File: config.mk
export PLATFORM = sky130hd
export DESIGN_NAME = wb_cmd_master
export DESIGN_NICKNAME = d
export VERILOG_FILES = /design/src/rtl/wb_master_pkg.sv /design/src/rtl/wb_cmd_fifo.sv /design/src/rtl/wb_cmd_master.sv
export SDC_FILE = /design/constraint.sdc
export NUM_CORES = 1
export LEC_CHECK = 0
export ABC_AREA = 1
export CORE_ASPECT_RATIO = 0.9
export CORE_MARGIN = 8
export CORE_UTILIZATION = 32
export DETAILED_ROUTE_END_ITERATION = 12
export GPL_TIMING_DRIVEN = 1
export PLACE_DENSITY_LB_ADDON = 0.05
export RECOVER_POWER = 100
export REMOVE_ABC_BUFFERS = 1
export SLEW_MARGIN = 20
export SYNTH_ARGS = -nofsm -noshare
export SYNTH_HDL_FRONTEND = slang
export SYNTH_SLANG_ARGS = --single-unit
File: constraint.sdc
create_clock -name sys_clk -period 7.7 [get_ports sys_clk]
set_input_delay 0.77 -clock sys_clk [delete_from_list [all_inputs] [get_ports sys_clk]]
set_output_delay 0.77 -clock sys_clk [all_outputs]
set_load 0.05 [all_outputs]
File: src/rtl/wb_master_pkg.sv
// Shared types for the Wishbone command master: FSM states, queued command record,
// and the data value returned on an aborted cycle.
package wb_master_pkg;
   localparam int WB_AW = 32;
   localparam int WB_DW = 32;
   localparam int WB_SW = WB_DW / 8;

   typedef enum logic [1:0] {IDLE, BUS, RESP} state_t;

   typedef struct packed {
      logic             we;
      logic [WB_AW-1:0] adr;
      logic [WB_DW-1:0] dat;
      logic [WB_SW-1:0] sel;
   } wb_cmd_t;

   localparam logic [WB_DW-1:0] RSP_ERR_DATA = '0;
endpackage

File: src/rtl/wb_cmd_fifo.sv
// Command FIFO of wb_cmd_t, DEPTH a power of two; pointers wrap naturally.
// A push while full is dropped, so the caller gates push with !full (cmd_ready).
module wb_cmd_fifo
   import wb_master_pkg::*;
#(
   parameter int DEPTH = 4
) (
   input  logic    sys_clk,
   input  logic    sys_rst_n,
   input  logic    push,
   input  wb_cmd_t push_cmd,
   input  logic    pop,
   output wb_cmd_t head,
   output logic    full,
   output logic    empty
);
   localparam int PW = $clog2(DEPTH);

   wb_cmd_t       mem [DEPTH];
   logic [PW-1:0] wr_ptr, rd_ptr;
   logic [PW:0]   count;
   logic          do_push, do_pop;

   assign full    = (count == (PW+1)'(DEPTH));
   assign empty   = (count == '0);
   assign head    = mem[rd_ptr];
   assign do_push = push && !full;
   assign do_pop  = pop && !empty;

   always_ff @(posedge sys_clk or negedge sys_rst_n) begin
      if (!sys_rst_n) begin
         wr_ptr <= '0;
         rd_ptr <= '0;
         count  <= '0;
      end else begin
         if (do_push) wr_ptr <= wr_ptr + 1'b1;
         if (do_pop)  rd_ptr <= rd_ptr + 1'b1;
         count <= count + {{PW{1'b0}}, do_push} - {{PW{1'b0}}, do_pop};
      end
   end

   // storage needs no reset: the count gates every read of it
   always_ff @(posedge sys_clk) begin
      if (do_push) mem[wr_ptr] <= push_cmd;
   end
endmodule

File: src/rtl/wb_cmd_master.sv
// Wishbone classic master: buffered command stream in, one single-beat cycle per command,
// response stream out. Define WB_MASTER_TIMEOUT_EN to abort cycles that wait TIMEOUT cycles for ack.
module wb_cmd_master
   import wb_master_pkg::*;
#(
   parameter  int AW      = WB_AW,
   parameter  int DW      = WB_DW,
   parameter  int DEPTH   = 4,
   parameter  int TIMEOUT = 255,
   localparam int SW      = DW / 8
) (
   input  logic          sys_clk,
   input  logic          sys_rst_n,
   input  logic          cmd_valid,
   output logic          cmd_ready,
   input  logic          cmd_we,
   input  logic [AW-1:0] cmd_adr,
   input  logic [DW-1:0] cmd_dat,
   input  logic [SW-1:0] cmd_sel,
   output logic          rsp_valid,
   input  logic          rsp_ready,
   output logic [DW-1:0] rsp_dat,
   output logic          rsp_err,
   output logic [AW-1:0] adr,
   output logic [DW-1:0] dat_w,
   output logic [SW-1:0] sel,
   output logic          we,
   output logic          cyc,
   output logic          stb,
   input  logic [DW-1:0] dat_r,
   input  logic          ack,
   output logic          busy
);
   state_t  state, state_nxt;
   wb_cmd_t cmd_in, fifo_head;
   logic    fifo_full, fifo_empty, fifo_pop, bus_end, bus_tmo;

   assign cmd_in    = '{we: cmd_we, adr: cmd_adr, dat: cmd_dat, sel: cmd_sel};
   assign cmd_ready = !fifo_full;
   assign busy      = !fifo_empty || (state != IDLE);

   wb_cmd_fifo #(.DEPTH(DEPTH)) u_fifo (
      .sys_clk   (sys_clk),
      .sys_rst_n (sys_rst_n),
      .push      (cmd_valid),
      .push_cmd  (cmd_in),
      .pop       (fifo_pop),
      .head      (fifo_head),
      .full      (fifo_full),
      .empty     (fifo_empty)
   );

`ifdef WB_MASTER_TIMEOUT_EN
   localparam int TW_RAW = $clog2(TIMEOUT + 1);
   localparam int TW     = (TW_RAW < 8) ? 8 : ((TW_RAW > 32) ? 32 : TW_RAW);
   logic [TW-1:0] tmo_cnt;

   // counts edges spent in BUS without ack; aborts on the TIMEOUT-th one unless ack lands there too
   always_ff @(posedge sys_clk or negedge sys_rst_n) begin
      if (!sys_rst_n)          tmo_cnt <= '0;
      else if (state != BUS)   tmo_cnt <= '0;
      else if (!ack)           tmo_cnt <= tmo_cnt + 1'b1;
   end
   assign bus_tmo = (state == BUS) && !ack && (tmo_cnt == TW'(TIMEOUT - 1));

   always_ff @(posedge sys_clk or negedge sys_rst_n) begin
      if (!sys_rst_n)   rsp_err <= 1'b0;
      else if (bus_end) rsp_err <= !ack;
   end
`else
   logic timeout_unused;
   assign timeout_unused = ^32'(TIMEOUT);
   assign bus_tmo        = 1'b0;
   assign rsp_err        = 1'b0;
`endif

   always_ff @(posedge sys_clk or negedge sys_rst_n) begin
      if (!sys_rst_n) state <= IDLE;
      else            state <= state_nxt;
   end

   always_comb begin
      state_nxt = state;
      fifo_pop  = 1'b0;
      bus_end   = 1'b0;
      unique case (state)
         IDLE: if (!fifo_empty) begin
            fifo_pop  = 1'b1;
            state_nxt = BUS;
         end
         BUS: if (ack || bus_tmo) begin
            bus_end   = 1'b1;
            state_nxt = RESP;
         end
         // RESP always spans a cycle with cyc low, letting the slave drop ack
         RESP: if (rsp_ready) state_nxt = IDLE;
         default: state_nxt = IDLE;
      endcase
   end

   always_ff @(posedge sys_clk or negedge sys_rst_n) begin
      if (!sys_rst_n) begin
         adr       <= '0;
         dat_w     <= '0;
         sel       <= '0;
         we        <= 1'b0;
         cyc       <= 1'b0;
         stb       <= 1'b0;
         rsp_valid <= 1'b0;
         rsp_dat   <= '0;
      end else begin
         if (fifo_pop) begin
            adr   <= fifo_head.adr;
            dat_w <= fifo_head.dat;
            sel   <= fifo_head.sel;
            we    <= fifo_head.we;
            cyc   <= 1'b1;
            stb   <= 1'b1;
         end
         if (bus_end) begin
            cyc       <= 1'b0;
            stb       <= 1'b0;
            rsp_valid <= 1'b1;
            rsp_dat   <= (ack && !we) ? dat_r : RSP_ERR_DATA;
         end
         if (state == RESP && rsp_ready) rsp_valid <= 1'b0;
      end
   end
endmodule

# Word level (Yosys, flattened, before mapping)
# Memory sizes are Yosys's and may differ from the RTL's. A register that Yosys moved wholly into a read port is not among the register bits.
# Cells that the tools add are included.
[word_totals]
reg_bits = 43
ram_bits = 276
inputBits = 106
out_inout_bits = 107
wordCells = 48
mem_count = 1
[op_classes]
add_sub_neg = 4
n_eq_ne = 6
n_mux = 15
reduce_logical = 15
[mem_list]
columns = ["name", "depth", "width", "read_ports", "rd_clocked_by_memory_dff", "write_ports", "line_no", "source"]
rows = [
  ["u_fifo.mem", 4, 69, 1, 1, 1, "wb_cmd_fifo.sv:19", "wb_cmd_t mem [DEPTH];"],
]
[op_table]
columns = ["cell", "n"]
rows = [
  ["32-bit two-way mux", 1],
  ["1-bit two-way mux", 10],
  ["2-bit two-way mux", 3],
  ["2-bit != test (second input constant)", 3],
  ["2-bit one-hot mux with 3 select lines", 1],
  ["2-bit nonzero test", 3],
  ["2-bit by 1-bit adder with 2-bit output (second input constant)", 2],
  ["1-bit logical AND", 4],
  ["1-bit logical NOT", 4],
  ["3-bit by 1-bit adder with 3-bit output", 1],
  ["3-bit == test (second input constant)", 1],
  ["3-bit logical NOT", 1],
  ["3-bit AND reduction", 1],
  ["3-bit by 1-bit subtractor with 3-bit output", 1],
  ["2-bit by 1-bit == test with 1-bit output (second input constant)", 1],
  ["2-bit == test (second input constant)", 1],
  ["2-bit logical NOT", 1],
  ["1-bit logical OR", 1],
]

# Longest topological paths before layout
# Gate-level depths: netlist (run 1).
[depth]
depth_word = 5
ltp_mapped = 11

# Modules after synthesis
# Synthesis (run 1) repeated with hierarchy kept, for this count alone.
[unflattened]
hier_cells = 1459
hier_area_um2 = 15616.2
[by_module_without_submodules]
columns = ["module", "n_inst", "cells_per_inst", "area_per_inst_um2"]
rows = [
  ["wb_cmd_fifo", 1, 933, 11257.0],
  ["wb_cmd_master", 1, 526, 4359.2],
]

# Least setup slack after synthesis (run 1)
# OpenSTA, ideal clock, no wires.
[synth_timing]
path_type = "reg-to-reg"
from = "reg u_fifo.count[1]"
to = "mem u_fifo.mem[0][0] (netlist name), enable pin"
t_arrival_ps = 4013
setup_slack_ps = 3190
stages_incl_launch_ff = 5
path_buffers = 0
period_less_slack_ps = 4510
cell_sequence = "dfrtp_1 nor2_2 nand2_1 nand2_1 nor2_1"
[synth_between]
elab_chain_len = 5
[synth_rtl]
columns = ["item", "line_no", "source"]
rows = [
  ["start: declaration", "wb_cmd_fifo.sv:21", "logic [PW:0] count;"],
  ["start signal: assignment", "wb_cmd_fifo.sv:38", "count <= count + {{PW{1'b0}}, do_push} - {{PW{1'b0}}, do_pop};"],
  ["3-bit == test", "wb_cmd_fifo.sv:24", "assign full = (count == (PW+1)'(DEPTH));"],
  ["1-bit logical NOT", "n/a", ""],
  ["named net cmd_ready", "wb_cmd_master.sv:15", "output logic cmd_ready,"],
  ["1-bit logical AND", "wb_cmd_fifo.sv:27", "assign do_push = push && !full;"],
  ["1-bit two-way mux", "wb_cmd_fifo.sv:44", "if (do_push) mem[wr_ptr] <= push_cmd;"],
  ["1-bit two-way mux (not written as such)", "wb_cmd_fifo.sv:44", ""],
  ["end: declaration", "wb_cmd_fifo.sv:19", ""],
]
# The timed path passes the listed nets, and every way through them passes these cells.

# Final worst setup path (run 1)
[layout_timing]
from = "in cmd_valid"
to = "mem u_fifo.mem[2][33] (netlist name), enable pin"
[layout_between]
elab_chain_len = 3
[layout_rtl]
columns = ["item", "line_no", "source"]
rows = [
  ["start: declaration", "wb_cmd_master.sv:14", "input logic cmd_valid,"],
  ["1-bit logical AND", "wb_cmd_fifo.sv:27", ""],
  ["1-bit two-way mux", "wb_cmd_fifo.sv:44", ""],
  ["1-bit two-way mux (not written as such)", "wb_cmd_fifo.sv:44", ""],
]
# Every way passes these cells.

==> impl_metrics.py, run 1 <==
metrics = {
    "critical_path": {
        "start_kind": "input pin",
        "path_class": "in -> reg",
        "cpMaxStageDelayCell": "clkbuf_1",
        "rrSetupSlack_ps": 2540,
        "reg2reg_to": "adr[15]",
        "worst_ep_arrival_time_ps": 5210,
        "crit_family": "buffers and inverters",
        "reg2reg_depth": 6,
        "required_ps": 7750,
        "cp_slowest_stage_delay_ps": 3000,
        "r2r-start": "u_fifo.rd_ptr[0]",
        "worstPathCellList": "clkdlybuf4s50_1 > nand2_1 > nor2_1 > clkbuf_1",
        "cp_max_fo": 60,
        "critical_path_buf_inv_count": 2,
        "end_kind": "flop",
    },
    "detailed_routing": {
        "vias": 10500,
        "vias_per_cell": 4.20,
        "firstDrtPassIters": 4,
        "detail-route-antenna-nets": 0,
        "drc_errors": 0,
        "wl_um": 41000,
        "drt_iter0_drc": 599,
        "wire_per_inst_um": 16.4,
    },
    "floorplan": {
        "die_width_um": 252,
        "dieArea_um2": 57800,
        "die_h_um": 229,
        "rows": 78,
        "core_region_area_um2": 50100,
        "initial_utilization": 0.322,
        "num_io_pins": 213,
    },
    "synth": {
        "ys_types": 22,
        "syn_avg_cell_area_um2": 10.2,
        "netlist_area_um2": 16100,
        "ys_seq_area_frac": 0.689,
        "ys_ff_latch": 388,
        "yosys_warnings": 0,
        "synthCells": 1579,
    },
    "global_route": {
        "grt_max_degree": 96,
        "grt-ovfl-total": 0,
        "grt_usage": 0.142,
        "grt_first_pass_wirelength_um": 64100,
        "antenna_found_initial": 6,
        "grt_pass1_vias": 10500,
    },
    "layout": {
        "fin_util": 0.401,
        "fillers": 4950,
        "drive_above_1_share": 0.0409,
        "fin_nets": 1888,
        "stdcell_area_um2": 20100,
        "syn2layout_area_growth_pct": 24.8,
    },
    "sta": {
        "rsz0062_at_grt": "no",
        "period_needed_ps": 5160,
        "slew_viol_final": 653,
        "worstMarginPinSlew_ps": 4890,
        "setup_tns_ps": 0,
        "fin_ws_ps": 2540,
        "fmax_mhz": 194,
        "max_slew_margin": -2.26,
        "finClkSkew_ps": 21.4,
        "setup_viol": 0,
        "fin_crit_sh": 0.670,
        "hold_viol": 0,
    },
    "clock_tree": {
        "tritoncts": "built",
        "clockBufferDepth": 3,
        "h-tree-depth": 2,
        "cts.clk_slew.worst_paths_ps": 60,
        "clock-sinks": 388,
        "root_buffer": "clkbuf_16",
        "cts_buffers": 45,
        "cts_setup_buffers": 0,
        "cts_resized": 0,
        "clk_latency_ps": 570,
        "hold_buffers": 0,
    },
    "power_and_ir_drop": {
        "p_leak_nw": 9.23,
        "max-vdd-ir-drop_mv": 0.220,
        "power_density_nw_per_um2": 436,
    },
    "worst_hold_path": {
        "min_path_type": "reg -> reg",
        "worstHoldEndpoint": "adr[18]",
        "hp-start": "adr[18]",
        "whs_path_depth": 2,
    },
    "placed_design": {
        "hpwl_um": 23500,
        "placed_cell_area_um2": 18700,
        "gp_congestion": 0.711,
        "post-place-ws_ps": 3880,
        "io_buffer_count": 211,
    },
    "run_status": {
        "violations": "capacitance limit, slew limit",
        "outcome": "complete, but fails checks",
    },
    "job": {
        "max-cap-violations": 11,
    },
}
==> area by class of cell <==
| cell class | instances | area, um^2 | area share |
|---|---|---|---|
| diodes | 2 | 5.00 | 0.000249 |
| clock buffers | 67 | 1280 | 0.0637 |
| clock inverters | 16 | 166 | 0.00828 |
| inverters | 293 | 1100 | 0.0550 |
| multi-input cells | 825 | 3430 | 0.171 |
| flip-flops and latches | 388 | 11100 | 0.552 |
| well taps | 680 | 851 | 0.0423 |
| repair buffers | 222 | 2160 | 0.107 |
==> where the power goes <==
part | internal, mW | switching [mW]
Sequential | 2.90 | 0.271
Combinational | 0.981 | 2.51
Clock | 1.25 | 0.842
Total | 5.13 | 3.63
==> flip-flops by register name (all words and copies together), names as in the netlist, 3 cells and up <==
register and flops:
u_fifo.count 3, u_fifo.mem 276, sel 4, dat_w 32, rsp_dat 32, adr 32
==> cell families after synthesis <==
| group | count (synthesis) | share of synthesized area |
|---|---|---|
| compound gates | 35 | 0.0110 |
| xor+xnor | 5 | 0.00272 |
| fa+ha+maj | 7 | 0.00591 |
| buf+inv | 366 | 0.0989 |
| flops | 388 | 0.689 |
| other cells | 1 | 0.000233 |
| simple gates | 777 | 0.192 |
==> cell usage after synthesis <==
cell / n / area (um^2)
buf_1: 4 / 15.0
nand2_2: 1 / 6.26
edfxtp_1: 276 / 8290
inv_2: 3 / 11.3
nor2_1: 6 / 22.5
buf_2: 28 / 140
nor2_2: 1 / 6.26
conb_1: 1 / 3.75
o31ai_1: 1 / 7.51
o21ai_1: 1 / 5.00
nand2_1: 629 / 2360
nand3_1: 140 / 701
fa_1: 1 / 20.0
inv_1: 290 / 1090
dfrtp_1: 112 / 2800
buf_6: 17 / 191
xnor2_1: 3 / 26.3
xor2_1: 2 / 17.5
buf_4: 15 / 113
ha_1: 6 / 75.1
o21ai_0: 33 / 165
clkbuf_1: 9 / 33.8
==> cell usage in the layout, fill, tap and decap left out, drive strengths merged <==
| cell type | count |
|---|---|
| edfxtp | 276 |
| clkinv | 14 |
| xor2 | 2 |
| ha | 6 |
| nor2 | 7 |
| nand3 | 140 |
| dlygate4sd3 | 176 |
| diode | 2 |
| nand2 | 630 |
| o21ai | 34 |
| xnor2 | 3 |
| o31ai | 1 |
| dfrtp | 112 |
| bufinv | 3 |
| fa | 1 |
| clkbuf | 76 |
| conb | 1 |
| clkdlybuf4s50 | 34 |
| buf | 3 |
| clkinvlp | 1 |
| inv | 291 |
==> stage by stage <==
step                      cells  hold slack, ps  power (mW)
after floorplan            1506             474        5.47
after global placement     2408             462        6.82
after detailed placement   2408             465        6.84
after CTS                  2491             236        8.98
after global routing       2492             489        9.38
final                      2493             469        8.76
==> worst max-delay path by stage <==
stage	start	end	depth (start not counted)
after floorplan	u_fifo.rd_ptr[0]	adr[31]	6
after global placement	u_fifo.count[1]	u_fifo.count[1]	10
after detailed placement	u_fifo.count[1]	u_fifo.count[2]	10
after CTS	u_fifo.count[1]	u_fifo.count[2]	10
after global routing	u_fifo.rd_ptr[0]	adr[12]	6
final	cmd_valid	u_fifo.mem[2][33]	4
==> worst reg2reg max path, cell delays in order, from the launching register on <==
cell and delay, ps:
dfrtp_4 800, clkbuf_1 3450, nand2_1 310, nand3_1 250, nand2_1 90, nand2_1 70, nand2_1 80
==> layer usage <==
layer | part of all wire | routed length, um | GRT usage
met5 | 0 | 0 | 0
met4 | 0.020 | 835 | 0.0374
met3 | 0.048 | 1950 | 0.0315
met2 | 0.44 | 18200 | 0.219
met1 | 0.49 | 20000 | 0.200
Power figures use the tool's default switching activity.
==> inputs of run 2 (changes only) <==
- clock period: 7.7 -> 4.8 ns (I/O delays scaled with it)
==> impl_metrics.py, run 2 (synthesis gave the netlist of run 1 again) <==
metrics = {
    "critical_path": {
        "reg2reg_to": "u_fifo.mem[1][41]",
        "rrSetupSlack_ps": 1650,
        "cp_max_fo": 27,
        "end_kind": "flop",
        "reg2reg_depth": 5,
        "worst_ep_arrival_time_ps": 3300,
        "required_ps": 4950,
        "path_class": "reg -> reg",
        "r2r-start": "u_fifo.count[1]",
        "start_kind": "flop",
    },
    "global_route": {
        "met1_usage": 0.192,
        "grt_pass1_vias": 10700,
        "grt-ovfl-total": 0,
        "antenna_found_initial": 7,
        "grt_usage": 0.143,
        "grt_util_met3": 0.0326,
        "grt_use_met2": 0.228,
        "grt_first_pass_wirelength_um": 63900,
        "grt_most_used_layer": "met2",
        "grt_max_degree": 78,
    },
    "detailed_routing": {
        "vias": 10600,
        "wl_um": 41200,
        "vias_per_cell": 4.24,
        "wire_per_inst_um": 16.5,
        "detail-route-antenna-nets": 0,
        "drt_iter0_drc": 573,
        "drc_errors": 0,
        "firstDrtPassIters": 5,
    },
    "power_and_ir_drop": {
        "power_density_nw_per_um2": 689,
        "p_leak_nw": 9.25,
        "design_power_total_mw": 13.9,
        "max-vdd-ir-drop_mv": 0.341,
    },
    "floorplan": {
        "rows": 78,
        "die_h_um": 229,
        "num_io_pins": 213,
        "initial_utilization": 0.322,
        "dieArea_um2": 57800,
        "die_width_um": 252,
        "core_region_area_um2": 50100,
    },
    "clock_tree": {
        "clk_latency_ps": 560,
        "clockBufferDepth": 3,
        "clock-sinks": 388,
        "root_buffer": "clkbuf_16",
        "cts.clk_slew.worst_paths_ps": 50,
        "cts_buffers": 45,
        "h-tree-depth": 2,
        "tritoncts": "built",
    },
    "sta": {
        "fin_ws_ps": 1650,
        "rsz0062_at_grt": "no",
        "setup_viol": 0,
        "period_needed_ps": 3150,
        "max_slew_margin": -0.511,
        "fin_crit_sh": 0.656,
        "setup_tns_ps": 0,
        "worstMarginPinSlew_ps": 2270,
        "slew_viol_final": 265,
        "fmax_mhz": 318,
        "hold_viol": 0,
        "finClkSkew_ps": 16.1,
        "holdWs_ps": 448,
    },
    "worst_hold_path": {
        "min_path_type": "in -> async",
    },
    "layout": {
        "top_register": "u_fifo.mem",
        "syn2layout_area_growth_pct": 25.1,
        "largest_reg_flops": 276,
        "final_cell_mix": "nand2_1, inv_1, edfxtp_1, dlygate4sd3_1, nand3_1",
        "fin_nets": 1897,
        "fin_util": 0.402,
        "drive_above_1_share": 0.0462,
        "layout_commonest_cell": "nand2_1",
    },
    "run_status": {
        "violations": "capacitance limit, slew limit",
        "outcome": "complete, but fails checks",
    },
    "placed_design": {
        "post-place-ws_ps": 2130,
        "gp_congestion": 0.705,
        "hpwl_um": 23700,
        "io_buffer_count": 211,
    },
    "job": {
        "max-cap-violations": 7,
    },
}
## run 2: per-stage QoR
| step | std cells | cell area [um^2] |
|---|---|---|
| after floorplan | 1506 | 15600 |
| after global placement | 2416 | 18800 |
| after detailed placement | 2416 | 18800 |
| after CTS | 2499 | 20200 |
| after global routing | 2500 | 20100 |
| final | 2501 | 20100 |
## run 2: cell type report
| type | instances | area (um^2) |
|---|---|---|
| Clock buffer | 69 | 1280 |
| Inverter | 293 | 1100 |
| Multi-Input combinational cell | 825 | 3430 |
| Timing Repair Buffer | 231 | 2240 |
| Antenna cell | 2 | 5.00 |
| Tap cell | 680 | 851 |
| Sequential cell | 388 | 11100 |
| Clock inverter | 13 | 129 |
| Fill cell | 4902 | 29900 |
## run 2: per-layer routing
metal,part of all wire,vias up
met1,0.47,4991
met5,0.00063,-
met3,0.057,67
li1,-,5311
met2,0.45,241
met4,0.022,4
## run 2: power breakdown
part	switching [mW]	internal (mW)
clock	1.33	1.94
combinational	4.03	1.50
sequential	0.464	4.61
## run 2: worst max path at each step
| stage | from | endpoint | slack (ps) | cells past startpoint |
|---|---|---|---|---|
| after floorplan | u_fifo.rd_ptr[0] | adr[31] | 230 | 6 |
| after global placement | cmd_valid | u_fifo.mem[2][12] | 2180 | 4 |
| after detailed placement | cmd_valid | u_fifo.mem[2][12] | 2130 | 4 |
| after CTS | state[0] | busy | 2130 | 3 |
| after global routing | sys_rst_n | dat_w[9] | 1180 | 3 |
| final | u_fifo.count[1] | u_fifo.mem[1][41] | 1650 | 5 |
## run 2: what timing repair did
action | in CTS | in global routing
gates resized for setup | 0 | 0
hold buffers | 1 | 0
endpoints found under the hold margin | 49 | 0
setup buffers | 0 | 0
endpoints found under the setup margin | 0 | 0
## run 2: critical path: stages, from the launching register on
cell      delay [ps]
dfrtp_1          400
nor2_1           100
nand2_1          120
nand2_1          320
nor2_1           260
clkbuf_1        1510
==> inputs of run 3 (changes only) <==
- clock period: 4.8 -> 2.5 ns (I/O delays scaled with it)
==> impl_metrics.py, run 3 (synthesis gave the netlist of run 1 again) <==
metrics = {
    "run_status": {
        "outcome": "complete, but fails checks",
        "violations": "capacitance limit, slew limit",
    },
    "sta": {
        "hold_viol": 0,
        "rsz0062_at_grt": "no",
        "fin_crit_sh": 0.940,
        "finClkSkew_ps": 16.4,
        "worstMarginPinSlew_ps": 1740,
        "setup_viol": 0,
        "period_needed_ps": 2350,
        "slew_viol_final": 57,
        "holdWs_ps": 257,
        "fmax_mhz": 425,
        "max_slew_margin": -0.162,
    },
    "job": {
        "max-cap-violations": 1,
    },
    "layout": {
        "final_cell_mix": "nand2_1, inv_1, edfxtp_1, dlygate4sd3_1, nand3_1",
        "top_register": "u_fifo.mem",
        "syn2layout_area_growth_pct": 26.1,
        "layout_commonest_cell": "nand2_1",
        "drive_above_1_share": 0.0526,
        "largest_reg_flops": 276,
        "fin_nets": 1901,
    },
    "detailed_routing": {
        "drc_errors": 0,
        "vias": 10500,
        "vias_per_cell": 4.19,
        "detail-route-antenna-nets": 0,
        "wire_per_inst_um": 16.3,
        "drt_iter0_drc": 494,
        "firstDrtPassIters": 4,
        "wl_um": 40900,
    },
    "power_and_ir_drop": {
        "max-vdd-ir-drop_mv": 0.767,
        "pwr-share-clk": 0.240,
        "net-switching-power_mw": 11.2,
        "p_leak_nw": 9.36,
        "power.internal_mw": 15.7,
        "combPwrFrac": 0.406,
        "p_seq_frac": 0.354,
        "power_density_nw_per_um2": 1320,
        "sw_frac_of_total": 0.417,
        "design_power_total_mw": 26.9,
    },
    "floorplan": {
        "core_region_area_um2": 50100,
        "rows": 78,
        "die_h_um": 229,
        "num_io_pins": 213,
        "die_width_um": 252,
        "initial_utilization": 0.322,
        "dieArea_um2": 57800,
    },
    "worst_hold_path": {
        "min_path_type": "in -> reg",
    },
    "critical_path": {
        "end_kind": "output port",
        "cpMaxStageDelayCell": "clkdlybuf4s50_1",
        "worstPathCellList": "nor2_1 > nand3_1 > clkdlybuf4s50_1",
        "required_ps": 2250,
        "worst_ep_arrival_time_ps": 2100,
        "cp_max_fo": 5,
        "start_kind": "flop",
        "cp_slowest_stage_delay_ps": 730,
        "path_class": "reg -> out",
    },
    "global_route": {
        "grt_first_pass_wirelength_um": 63400,
        "grt_max_degree": 82,
        "grt_usage": 0.141,
        "grt-ovfl-total": 0,
        "grt_pass1_vias": 10400,
        "antenna_found_initial": 12,
    },
    "clock_tree": {
        "root_buffer": "clkbuf_16",
        "clk_latency_ps": 570,
        "h-tree-depth": 2,
        "clock-sinks": 388,
        "clockBufferDepth": 3,
        "cts.clk_slew.worst_paths_ps": 60,
        "tritoncts": "built",
        "cts_setup_buffers": 0,
        "cts_buffers": 45,
    },
    "placed_design": {
        "hpwl_um": 23200,
        "gp_congestion": 0.703,
        "io_buffer_count": 211,
    },
}
## run 3: cell types whose count changed in the layout (fill, tap and decap cells not counted), sizes merged
cell / before / now
clkinv: 8 / 15
clkdlybuf4s50: 35 / 37
dlygate4sd3: 176 / 174
buf: 9 / 10
clkbuf: 80 / 79
clkinvlp: 3 / 2
diode: 2 / 1
inv: 293 / 292
## run 3: worst paths after layout
path	start	endpoint	slack [ps]	depth (start not counted)
min in group asynchronous	sys_rst_n	rsp_dat[7]	680	2
max in group asynchronous	sys_rst_n	u_fifo.rd_ptr[1]	550	2
worst max-delay path	state[0]	busy	150	3
worst min-delay path	dat_r[22]	rsp_dat[22]	260	3
worst min register to register	rsp_valid	rsp_valid	470	2
worst max register to register	u_fifo.count[1]	u_fifo.count[2]	320	10
## run 3: critical path, delay by kind of cell (launching register included)
| family | cells | cell delay, ps |
|---|---|---|
| buf+inv | 1 | 730 |
| flops | 1 | 420 |
| simple gates | 2 | 390 |
## run 3: routing by layer
| metal | routed length (um) | global-route usage | up-vias |
|---|---|---|---|
| li1 | - | - | 5327 |
| met1 | 19300 | 0.189 | 4870 |
| met2 | 18500 | 0.223 | 228 |
| met3 | 2220 | 0.0334 | 70 |
| met4 | 891 | 0.0419 | 8 |
| met5 | 51 | 0 | - |
## run 3: power by group through the flow
stage	Combinational, mW	Clock (mW)	Sequential [mW]
2_1_floorplan	4.30	0	12.6
3_3_place_gp	11.6	0	9.68
3_5_place_dp	11.7	0	9.68
4_1_cts	11.7	6.69	9.57
5_1_grt	12.1	6.90	9.73
6_report	10.9	6.45	9.53
## run 3: timing repair
| action | CTS | global route |
|---|---|---|
| endpoints found under the hold margin | 53 | 0 |
| hold buffers | 1 | 0 |
| gates resized for setup | 0 | 0 |
## run 3: area by class of cell
type / instances / area, um^2
Inverter: 293 / 1100
Timing Repair Buffer: 235 / 2370
Fill cell: 4841 / 29800
Clock inverter: 18 / 143
Clock buffer: 65 / 1300
Tap cell: 680 / 851
Sequential cell: 388 / 11100
Multi-Input combinational cell: 825 / 3430
Antenna cell: 1 / 2.50
## run 3: through the flow
step / TNS, ps / cells / cell area, um^2 / setup WS (ps) / utilization
3_5_place_dp: 0 / 2420 / 19000 / 465 / 0.379
2_1_floorplan: -701350 / 1506 / 15600 / -2070 / -
5_1_grt: 0 / 2504 / 20300 / 30.6 / 0.405
6_report: 0 / 2505 / 20300 / 150 / 0.406
4_1_cts: 0 / 2504 / 20500 / 78.3 / 0.409
3_3_place_gp: 0 / 2420 / 19000 / 473 / 0.379
